$ cat config.mk
export PLATFORM = sky130hd
export DESIGN_NAME = bram_rd_arbiter
export DESIGN_NICKNAME = d
export VERILOG_FILES = /design/src/rtl/bram_arb_pkg.sv /design/src/rtl/rr_picker.sv /design/src/rtl/bram_rd_arbiter.sv
export SDC_FILE = /design/constraint.sdc
export NUM_CORES = 1
export LEC_CHECK = 0
export ABC_AREA = 1
export ABC_CLOCK_PERIOD_IN_PS = 1500
export BUFFER_PORTS_ARGS = -buffer_cell sky130_fd_sc_hd__buf_2
export CAP_MARGIN = 20
export CORE_ASPECT_RATIO = 1.1
export CORE_MARGIN = 5
export CORE_UTILIZATION = 27
export DETAILED_ROUTE_END_ITERATION = 6
export HOLD_SLACK_MARGIN = 0.08
export PLACE_DENSITY = 0.85
export SLEW_MARGIN = 40
export SYNTH_ARGS = -nofsm -noshare
export SYNTH_HDL_FRONTEND = slang
export SYNTH_SLANG_ARGS = --single-unit
$ cat constraint.sdc
create_clock -name clk -period 1.5 [get_ports clk]
set_input_delay 0.075 -clock clk [delete_from_list [all_inputs] [get_ports clk]]
set_output_delay 0.075 -clock clk [all_outputs]
set_load 0.02 [all_outputs]
$ cat src/rtl/bram_arb_pkg.sv
// rtl/bram_arb_pkg.sv - shared widths, BRAM word-index field and index-width helper
package bram_arb_pkg;

  localparam int DEF_ADDR_W    = 32;
  localparam int DEF_DATA_W    = 32;
  localparam int BRAM_WORD_LSB = 2;
  localparam int BRAM_WORD_MSB = 17;

  function automatic int idx_width(input int n);
    return (n > 1) ? $clog2(n) : 1;
  endfunction

endpackage

$ cat src/rtl/rr_picker.sv
// rtl/rr_picker.sv - first set request at or after a start index, wrapping modulo N
module rr_picker #(
  parameter int N  = 2,
  parameter int IW = 1
) (
  input  logic [N-1:0]  req,
  input  logic [IW-1:0] start,
  output logic [N-1:0]  grant,
  output logic [IW-1:0] idx,
  output logic          any
);

  logic [IW:0] pos;

  // Scan from farthest to nearest so the closest request to start overwrites the others.
  always_comb begin
    grant = '0;
    idx   = '0;
    any   = 1'b0;
    pos   = '0;
    for (int k = N - 1; k >= 0; k--) begin
      pos = {1'b0, start} + (IW + 1)'(k);
      if (pos >= (IW + 1)'(N)) pos = pos - (IW + 1)'(N);
      if (req[pos[IW-1:0]]) begin
        grant              = '0;
        grant[pos[IW-1:0]] = 1'b1;
        idx                = pos[IW-1:0];
        any                = 1'b1;
      end
    end
  end

endmodule

$ cat src/rtl/bram_rd_arbiter.sv
// rtl/bram_rd_arbiter.sv - round-robin BRAM read-port arbiter with bounded burst hold
module bram_rd_arbiter
  import bram_arb_pkg::*;
#(
  parameter int NUM_REQ   = 2,
  parameter int ADDR_W    = DEF_ADDR_W,
  parameter int DATA_W    = DEF_DATA_W,
  parameter int MAX_BURST = 8
) (
  input  logic                      clk,
  input  logic                      rst,
  input  logic [NUM_REQ-1:0]        req_valid,
  input  logic [NUM_REQ*ADDR_W-1:0] req_addr,
  output logic [NUM_REQ-1:0]        req_ready,
  output logic [NUM_REQ-1:0]        rsp_valid,
  output logic [DATA_W-1:0]         rsp_data,
  output logic                      bram_en,
  output logic [ADDR_W-1:0]         bram_addr,
  input  logic [DATA_W-1:0]         bram_dout
);

  localparam int              IW        = idx_width(NUM_REQ);
  localparam int              CW        = $clog2(MAX_BURST) + 1;
  localparam logic [IW-1:0]   LAST_IDX  = IW'(NUM_REQ - 1);

  logic [IW-1:0]      owner;
  logic [IW-1:0]      rr_start;
  logic [IW-1:0]      pick_idx;
  logic [NUM_REQ-1:0] pick_grant;
  logic               pick_any;
  logic [CW-1:0]      burst_cnt;
  logic               below_lim;
  logic               hold;

  generate
    if (MAX_BURST > 1) begin : g_burst
      localparam logic [CW-1:0] BURST_LIM = CW'(MAX_BURST - 1);
      assign below_lim = (burst_cnt < BURST_LIM);
    end else begin : g_no_burst
      assign below_lim = 1'b0;
    end
  endgenerate

  // Explicit wrap keeps owner+1 legal when NUM_REQ is not a power of two.
  assign rr_start = (owner == LAST_IDX) ? '0 : owner + 1'b1;
  assign hold     = req_valid[owner] && below_lim;

  rr_picker #(
    .N  (NUM_REQ),
    .IW (IW)
  ) u_picker (
    .req   (req_valid),
    .start (rr_start),
    .grant (pick_grant),
    .idx   (pick_idx),
    .any   (pick_any)
  );

  always_comb begin
    req_ready = '0;
    if (hold) req_ready[owner] = 1'b1;
    else      req_ready = pick_grant;
  end

  // A rotate that lands back on the owner (sole requester at the limit) also restarts the burst.
  always_ff @(posedge clk or posedge rst) begin
    if (rst) begin
      owner     <= '0;
      burst_cnt <= '0;
    end else if (hold) begin
      burst_cnt <= burst_cnt + 1'b1;
    end else if (pick_any) begin
      owner     <= pick_idx;
      burst_cnt <= '0;
    end
  end

  always_comb begin
    bram_addr = '0;
    for (int i = 0; i < NUM_REQ; i++) begin
      if (req_ready[i]) bram_addr = req_addr[i*ADDR_W +: ADDR_W];
    end
  end

  assign bram_en = |req_ready;

  always_ff @(posedge clk or posedge rst) begin
    if (rst) rsp_valid <= '0;
    else     rsp_valid <= req_ready;
  end

  assign rsp_data = bram_dout;

endmodule
==> reports/results.md <==
| Step | Result | Reported |
| --- | --- | --- |
| status | Status | finished, violations left |
| status | Failing checks | negative setup slack |
| floorplanning | Total number of placement rows | 24 |
| placement | Setup slack at placement | -252.9 ps |
| route | Total number of vias | 1484 |
| run | Max-Cap Viols | 0 |
| yosys | Cell taking the most area after synthesis | sky130_fd_sc_hd__nand2_1 |
| power and ir drop | Internal Dissipation | 2071 µW |
| critical path | Worst setup path class | reg -> out |
| sta | Worst Slack Setup Final | -295.9 ps |
| global routing | Grt total ovfl | 0 |
| hold path | Number of instances on the worst hold path | 0 |
| sta | Worst slew slack as a fraction of its limit | 75.60% |
| critical path | Worst setup slack for register-to-register paths | -20 ps |
| critical path | Required arrival time at the worst endpoint | 1420 ps |
| sta | Achievable Freq | 556.8 MHz |
| hold path | Hold_sp | bram_dout[25] |
| critical path | Crit-path cells | ha_4 > a21oi_4 > nand2_4 > nand2_4 > buf_12 > nand3_1 > nand2_2 > buf_2 |
| route | Post-route ant nets | 0 |
| sta | Final period utilization | 119.7% |
| critical path | Arrival time worst endpoint | 1720 ps |
| floorplanning | Area of the die | 5478 µm² |
| route | DRC Markers | 0 |
| yosys | Post-synthesis register bit count | 7 |
| critical path | Critical Path Slowest Stage Cell | sky130_fd_sc_hd__dfrtp_1 |
| route | Via count normalized by instance count | 4.638 |
| clocking | Clk sinks | 7 |
| yosys | Total of warnings raised by yosys | 0 |
| critical path | Maximum single-stage delay on the critical path | 410 ps |
| critical path | Endpoint of the most critical register-to-register path | owner$_DFFE_PP0P_ |
| floorplanning | Io pins | 169 |
| yosys | Syn Area/Cell | 6.179 µm² |
| critical path | Startpoint of the lowest-slack register-to-register path | burst_cnt[1]$_DFFE_PP0P_ |
| layout | Area growth from synthesis to final layout | 74.10% |
| floorplanning | DIE HEIGHT | 77.13 µm |
| sta | RSZ-0062 raised after global routing | true |
| power and ir drop | Leak Pwr | 0.001081 µW |
| sta | Hold Fails Final Rpt | 0 |
| global routing | Pin count of the biggest net entering global routing | 35 |
| yosys | Cells after synthesis | 179 |
| yosys | Number of unique standard cell types used by synthesis | 18 |
| yosys | Sequential cell area fraction in the yosys report | 15.84% |
| clocking | Number of H-tree levels | 1 |
| placement | Final HPWL DP | 3660 µm |
| placement | GPL Wtd Cong | 0.7837 |
| critical path | Depth of the worst register-to-register path | 8 |
| yosys | Synth Net Count | 280 |
| critical path | Kind of cell with the highest combined delay on the critical path | flip-flops |
| hold path | Hold/Removal Path Class | in -> out |
| global routing | Antenna violations before repair | 0 |
| floorplanning | Initial core utilization | 27.90% |
| power and ir drop | Ratio of total power to cell area | 2183 nW/µm² |
| clocking | CTS tree | built |
| power and ir drop | Share of total power in the clock network | 6.2% |
| global routing | Wire length of the first global-routing pass | 7010 µm |
| clocking | Max Root-Sink Buffers | 2 |
| placement | Buffers added on ports | 104 |
| route | Initial DRT Pass Iterations | 4 |
| clocking | Clock slew seen by the registers of the worst setup and hold paths | 40 ps |
| route | Number of DRC markers after the initial detailed-route iteration | 45 |
| sta | Max-slew violation total from the final report | 0 |
| clocking | TritonCTS Buffers | 3 |
| sta | Setup Viol. Count Final | 35 |
| global routing | Via count of the first global-routing pass | 1486 |
| critical path | Cell mode on critical path | sky130_fd_sc_hd__nand2_4 |
| layout | Layout cells sized above 1 | 67.54% |
| floorplanning | Chip Width | 71.03 µm |
| sta | Maximum clock skew at final layout | 1.294 ps |
| layout | Filler Cell Count | 406 |
| layout | Fin nets | 370 |
| layout | Number of antenna repair diodes | 0 |
| global routing | Total Routing Usage GR | 15.67% |
| power and ir drop | Switching Fraction | 50.74% |
| critical path | Crit end category | primary output |
| power and ir drop | Total Power Consumption | 4204 µW |
| sta | Tmin final | 1796 ps |
| yosys | Post-synth top area share | 24.10% |
| power and ir drop | Register share of total power | 8.3% |
| critical path | Max Fanout on Critical Path | 17 |
| yosys | Top cells by area, synth | sky130_fd_sc_hd__nand2_1 24%, sky130_fd_sc_hd__buf_4 22%, sky130_fd_sc_hd__nand3_1 16% |
| sta | Post-route worst hold slack | 150.0 ps |
| clocking | Worst-Skew Late Latency | 220 ps |
| power and ir drop | IR Drop Worst-Case VDD | 0.0009897 V |
| critical path | Crit path buf inv count | 2 |
| hold path | WHS Endpoint | rsp_data[25] |
| route | WL/cell | 14.81 µm |
| critical path | Kind of start point of the critical path | register |
| floorplanning | Area of the core | 3964 µm² |
| power and ir drop | NetSw | 2133 µW |
| yosys | Netlist area before placement | 1106 µm² |
| clocking | Clock root buffer | sky130_fd_sc_hd__clkbuf_8 |
| power and ir drop | Comb power frac | 85.5% |
| route | Drt total wl | 4740 µm |
| sta | Slew at the pin closest to its max-slew limit | 362.2 ps |
## worst reg2reg max path, stage by stage (launching register included)
cell                       delay, ps
sky130_fd_sc_hd__dfrtp_1         410
sky130_fd_sc_hd__ha_4            190
sky130_fd_sc_hd__a21oi_4         200
sky130_fd_sc_hd__nand2_4         110
sky130_fd_sc_hd__nand2_8          90
sky130_fd_sc_hd__buf_4           130
sky130_fd_sc_hd__buf_4           100
sky130_fd_sc_hd__buf_4            90
sky130_fd_sc_hd__o211ai_1         70
## how the worst max path moves through the flow
stage	startpoint	endpoint	slack (ps)	cells after the start
final	burst_cnt[1]$_DFFE_PP0P_	bram_addr[10]	-300	8
after global routing	burst_cnt[1]$_DFFE_PP0P_	bram_addr[29]	-350	9
after CTS	burst_cnt[1]$_DFFE_PP0P_	bram_addr[10]	-290	9
after detailed placement	burst_cnt[0]$_DFFE_PP0P_	bram_addr[10]	-250	9
after global placement	burst_cnt[0]$_DFFE_PP0P_	bram_addr[2]	-140	9
after floorplan	burst_cnt[0]$_DFFE_PP0P_	bram_addr[22]	10	7
## cell usage in the layout (no fill, tap or decap), drive strengths merged
cell type	n
buf	125
nand2	78
nand3	37
dfrtp	7
inv	5
clkbuf	4
a21oi	4
o21ai	3
o211ai	1
nor2	1
xnor2	1
ha	1
dlygate4sd3	1
## metrics by stage
step | setup TNS (ps) | util, % | instances | cell area [µm²]
CTS | -8807 | 47.06 | 319 | 1866
floorplan | 0 | - | 179 | 1179
detailed placement | -6153 | 39.68 | 307 | 1573
global placement | -3418 | 39.68 | 307 | 1573
finish | -8836 | 48.58 | 320 | 1926
global route | -11250 | 48.58 | 320 | 1926
## area by class of cell
cell class / instances / area [µm²] / area share (%)
inverter: 5 / 18.77 / 0.9747
sequential: 7 / 175.2 / 9.097
tap: 52 / 65.06 / 3.379
multi-input combinational: 126 / 753.2 / 39.12
timing repair buffer: 126 / 868.3 / 45.09
clock buffer: 4 / 45.04 / 2.339
## cell usage after synthesis, drive strengths merged
master  number
nand2       77
buf         42
nand3       37
dfrtp        7
inv          5
a21oi        4
o21ai        3
ha           1
nor2         1
o211ai       1
xnor2        1
## metal layers
layer | track usage, % | vias up | part of all wire, %
met1 | 14.39 | 660 | 32
li1 | - | 717 | -
met2 | 30.52 | 101 | 55
met5 | 0 | - | 0
met3 | 6.275 | 6 | 13
met4 | 5.075 | 0 | 1.3
## sequential cells by signal (all words and copies together), names as in the netlist
| signal | cells |
|---|---|
| burst_cnt | 4 |
| owner | 1 |
| rsp_valid | 2 |
## power by group through the flow
stage          registers [µW]  logic (µW)  clock network (µW)
2_1_floorplan             350        2030                   0
3_3_place_gp              321        2800                   0
3_5_place_dp              328        2850                   0
4_1_cts                   343        3460                 267
5_1_grt                   357        3860                 285
6_report                  347        3590                 262
## kinds of logic after synthesis
logic type	Yosys count	share of synthesized area, %
AO/OA/AOI/OAI	8	4.185
XOR/XNOR	1	0.7920
adder cells (fa/ha/maj)	1	1.131
buffers and inverters	47	31.90
flip-flops	7	15.84
AND/OR/NAND/NOR	115	46.15
## repair_timing
item                                   in CTS  in global routing
hold buffers                                1                  0
gates cloned                                1                  0
resized for setup                          49                 18
buffers inserted                            6                  1
endpoints found under the hold margin       7                  0
pin swaps                                   4                  0
setup endpoints to repair                  35                 35
No activity file was read; power rests on OpenSTA's default activity.
